### src/rtl/priority_extractor.sv
// Purpose: streams each set bit of an accepted request word as one beat (one-hot, index, last).
// Latency: first beat 1 clock after accept; 1 beat/cycle while ready_i is high.
// Backpressure: val_o && !ready_i holds every output and the buffer; input closes until the last beat goes.
module priority_extractor #(
  parameter int WIDTH = 8,
  parameter int IDX_W = $clog2(WIDTH)
) (
  input  logic             clk_i,
  input  logic             srst_i,
  input  logic [WIDTH-1:0] data_i,
  input  logic             data_val_i,
  input  logic             mode_i,
  output logic             data_ready_o,
  output logic [WIDTH-1:0] onehot_o,
  output logic [IDX_W-1:0] index_o,
  output logic             last_o,
  output logic             zero_o,
  output logic             val_o,
  input  logic             ready_i
);

  typedef enum logic {IDLE = 1'b0, BUSY = 1'b1} state_t;

  state_t           state_q;
  logic [WIDTH-1:0] req_q;    // bits still to be emitted for the current word
  logic             mode_q;   // scan order latched with the word
  logic             zero_q;   // current word was all-zero

  logic [IDX_W-1:0] sel_idx;
  logic             sel_found;
  logic [WIDTH-1:0] sel_onehot;
  logic             single_bit;
  logic             beat_last;
  logic             busy;
  logic             beat_xfer;
  logic             accept;

  // Pick the lowest (mode 0) or highest (mode 1) pending bit of the buffer.
  always_comb begin
    sel_idx   = '0;
    sel_found = 1'b0;
    if (!mode_q) begin
      for (int i = 0; i < WIDTH; i++) begin
        if (!sel_found && req_q[i]) begin
          sel_idx   = IDX_W'(i);
          sel_found = 1'b1;
        end
      end
    end else begin
      for (int i = WIDTH - 1; i >= 0; i--) begin
        if (!sel_found && req_q[i]) begin
          sel_idx   = IDX_W'(i);
          sel_found = 1'b1;
        end
      end
    end
  end

  assign sel_onehot = sel_found ? (WIDTH'(1) << sel_idx) : '0;
  // Exactly one pending bit: clearing the lowest set bit leaves nothing.
  assign single_bit = (req_q != '0) && ((req_q & (req_q - WIDTH'(1))) == '0);
  assign beat_last  = zero_q || single_bit;

  assign busy         = (state_q == BUSY);
  assign beat_xfer    = busy && ready_i;
  // A new word may enter on the cycle the final beat leaves, so words run back to back.
  assign data_ready_o = !srst_i && (!busy || (beat_xfer && beat_last));
  assign accept       = data_val_i && data_ready_o;

  // Beat fields are forced to zero whenever no beat is being presented.
  assign val_o    = busy;
  assign onehot_o = busy ? sel_onehot : '0;
  assign index_o  = busy ? sel_idx : '0;
  assign last_o   = busy && beat_last;
  assign zero_o   = busy && zero_q;

  // Word load, per-beat bit clearing and IDLE/BUSY sequencing.
  always_ff @(posedge clk_i) begin
    if (srst_i) begin
      state_q <= IDLE;
      req_q   <= '0;
      mode_q  <= 1'b0;
      zero_q  <= 1'b0;
    end else if (accept) begin
      state_q <= BUSY;
      req_q   <= data_i;
      mode_q  <= mode_i;
      zero_q  <= (data_i == '0);
    end else if (beat_xfer) begin
      req_q <= req_q & ~sel_onehot;
      if (beat_last) begin
        state_q <= IDLE;
        zero_q  <= 1'b0;
      end
    end
  end

endmodule
### config.mk
export PLATFORM = sky130hd
export DESIGN_NAME = priority_extractor
export DESIGN_NICKNAME = d
export VERILOG_FILES = /design/src/rtl/priority_extractor.sv
export SDC_FILE = /design/constraint.sdc
export NUM_CORES = 1
export LEC_CHECK = 0
export ABC_AREA = 1
export ABC_CLOCK_PERIOD_IN_PS = 2200
export CAP_MARGIN = 10
export CORE_MARGIN = 2
export CORE_UTILIZATION = 50
export DETAILED_ROUTE_END_ITERATION = 8
export PLACE_DENSITY_LB_ADDON = 0.1
export RECOVER_POWER = 50
export SYNTH_ARGS = -nofsm -noshare
export SYNTH_HDL_FRONTEND = slang
export SYNTH_SLANG_ARGS = --single-unit
### constraint.sdc
create_clock -name clk_i -period 2.2 [get_ports clk_i]
set_input_delay 0.44 -clock clk_i [delete_from_list [all_inputs] [get_ports clk_i]]
set_output_delay 0.44 -clock clk_i [all_outputs]
set_load 0.02 [all_outputs]
==> metrics <==
Non-Filler Instances=261; Via Count=1,360; max capacitance violation total=0; Synth Instances=about 180; layout overhead on the synthesized area=65.91%; antenna violations before repair=0; Slew @ Worst Pin=0.5255 ns; DR pass1 iterations=6; clk slew on worst S/H paths=~0.070 ns; FP Rows=16; top cell type's share of synthesized area=between 20% and 30%; worst skew pair latency=around 0.27 ns; Max Slew Vio Count=0; core area=1922 um^2; Cells after DPL=253; layout cells sized above 1=between 30% and 40%; Worst Skew=0.0004833 ns; synth unique cells=23; cell family with most CP delay=simple AND/OR/NAND/NOR gates; Synth Net Count=about 190; detailed-route wire length=3438 um; Die Y-Extent=approximately 49 um; Routed wire per std cell=roughly 13 um; min cycle time layout=between 2 and 2.5 ns; failing checks=negative setup slack; DRT iter0 DRCs=22; relative slew slack=64.93%; worst setup margin=-0.03893 ns; Tot GR Track Use=approximately a quarter; CTS max path bufs=2; clock root cell=clkbuf_4; antenna fix cells=0; Synth area leader=dfxtp_1; hold_ws=0.6093 ns; critical path peak fanout=6; TritonCTS clock tree=done; unrepaired setup endpoints after global routing=true; pwr/cell area=545.8 nW/um^2; synthesized area=about 990 um^2; CP max stage cell=dfxtp_4; die area=2354 um^2; DRC=0; Startpoint Class=flop; Bufs and invs on worst path=2; TritonCTS buffer count=3; HP Class=reg2reg; crit end category=primary output; Synth area leaders=dfxtp_1 22%, nand2_1 17%, inv_1 11%, nor2_1 9.5%, nand4_1 7.6%; synthesis warning total=0; GRT overflow=0; sequential share of the synthesized area=22.22%; vias per cell=5.211; Setup-failing EPs final=1; crit-path cells=nor2_4, buf_4, nor2_2, nor3_2, a31oi_4, nor4_1, buf_2; slowest stage delay, CP=about 0.38 ns; status=finished with violations; die width=about 49 um; pin count of the biggest net entering global routing=19; Starting Density=51.56%; crit share post-route=101.8%; Leakage=slightly above 0.8 nW; crit path kind=reg2out; fmax=approximately 450 MHz; WHS Path Cells=4; H-tree levels=1; Avg Cell Area, Syn=about 5.6 um^2; dpl hpwl=approximately 2300 um; Port-buffer cells=27; total I/O pin count=28; Max VDD drop=approximately 0.00057 V; gpl congestion=roughly 0.9; Final #Nets=248; vias in the first global route=approximately 1,200; R2R depth=13; first-pass GRT wire length=slightly below 5000 um; crit path DAT=between 1.5 and 2 ns; clock sink total=11; final antenna-violating net count=0; Yosys reg bits=11; WP depth=7; Worst EP required=1.76 ns; final hold vios=0
[final timing paths]
kind,start,slack [ns],end
setup / recovery,req_q[2],-0.04,onehot_o[4]
hold reg to reg,zero_q,0.61,zero_q
hold / removal,zero_q,0.61,zero_q
setup reg to reg,req_q[2],0.18,req_q[2]
[timing repair]
action	4_1_cts	5_1_grt
pin swaps	1	17
gates resized for setup	52	52
endpoints found under the setup margin	13	12
buffers inserted	1	3
hold buffers	0	0
[worst min-delay path, delay by kind of cell, from the launching register on]
family                 cells  cell delay, ns
DFF                        1            0.31
and+or+nand+nor            2            0.12
buffers and inverters      1            0.08
AOI/OAI and AO/OA          1            0.05
[state kept, by name (all words and copies together) (netlist names)]
register	count
req_q	8
zero_q	1
val_o	1
mode_q	1
[synth_stat cells]
cell and n:
a21oi_1 6, nor2_2 2, clkbuf_1 3, dfxtp_1 11, nand2_1 45, nor3_1 1, nor2_4 1, o21ai_0 7
nand3_2 2, nand2_2 2, o31ai_2 1, nor4_1 6, buf_6 1, o21ai_1 2, nand3_1 12, clkinv_1 2
a31oi_2 1, buf_4 1, inv_2 4, nor2_1 25, a32oi_2 1, inv_1 28, nand4_1 12
[where the power goes]
group	leakage, nW	internal (mW)	total (mW)	switching, mW
Combinational	0.714	0.234	0.521	0.287
Clock	0.0150	0.0703	0.139	0.0685
Sequential	0.0940	0.215	0.237	0.0217
[logic make-up after synthesis]
logic type,after synthesis,synth area share [%]
and+or+nand+nor,108,50.13
DFF,11,22.22
buffers and inverters,39,15.91
AOI/OAI and AO/OA,18,11.74
[routing by layer]
metal / part of all wire, % / global-route usage, %
met1: 42 / 27.34
met5: 0 / 0
met4: 2.8 / 14.29
met2: 51 / 50.93
met3: 3.7 / 2.160
[area by class of cell]
type | instances | area, um^2
Fill cell | 128 | 277.8
Sequential cell | 11 | 235.2
Multi-Input combinational cell | 126 | 734.5
Timing Repair Buffer | 59 | 484.2
Clock buffer | 4 | 26.28
Inverter | 34 | 130.1
Tap cell | 27 | 33.78
[cell usage in the layout (no fill, tap or decap), drive strengths merged]
cell type	instances
buf	43
dlygate4sd3	2
nand3	14
nor3	1
dlygate4sd2	1
nor4	6
dfxtp	11
a21oi	6
a31oi	1
a32oi	1
nor2	28
clkinv	1
o21ai	9
o31ai	1
nand2	47
inv	33
clkbuf	5
clkdlybuf4s50	12
nand4	12
[per-stage QoR]
| stage | util (%) | total power [mW] | TNS, ns | area [um^2] | setup slack (ns) |
|---|---|---|---|---|---|
| floorplan | - | 0.4560 | 0 | 991.0 | 0.009701 |
| global placement | 76.76 | 0.6374 | -1.439 | 1475 | -0.2148 |
| detailed placement | 76.76 | 0.6479 | -1.598 | 1475 | -0.2119 |
| CTS | 78.84 | 0.7971 | -0.1778 | 1515 | -0.1294 |
| global route | 85.55 | 0.9467 | -0.3983 | 1644 | -0.1272 |
| finish | 85.55 | 0.8974 | -0.03893 | 1644 | -0.03893 |
No activity file was read; power rests on OpenSTA's default activity.
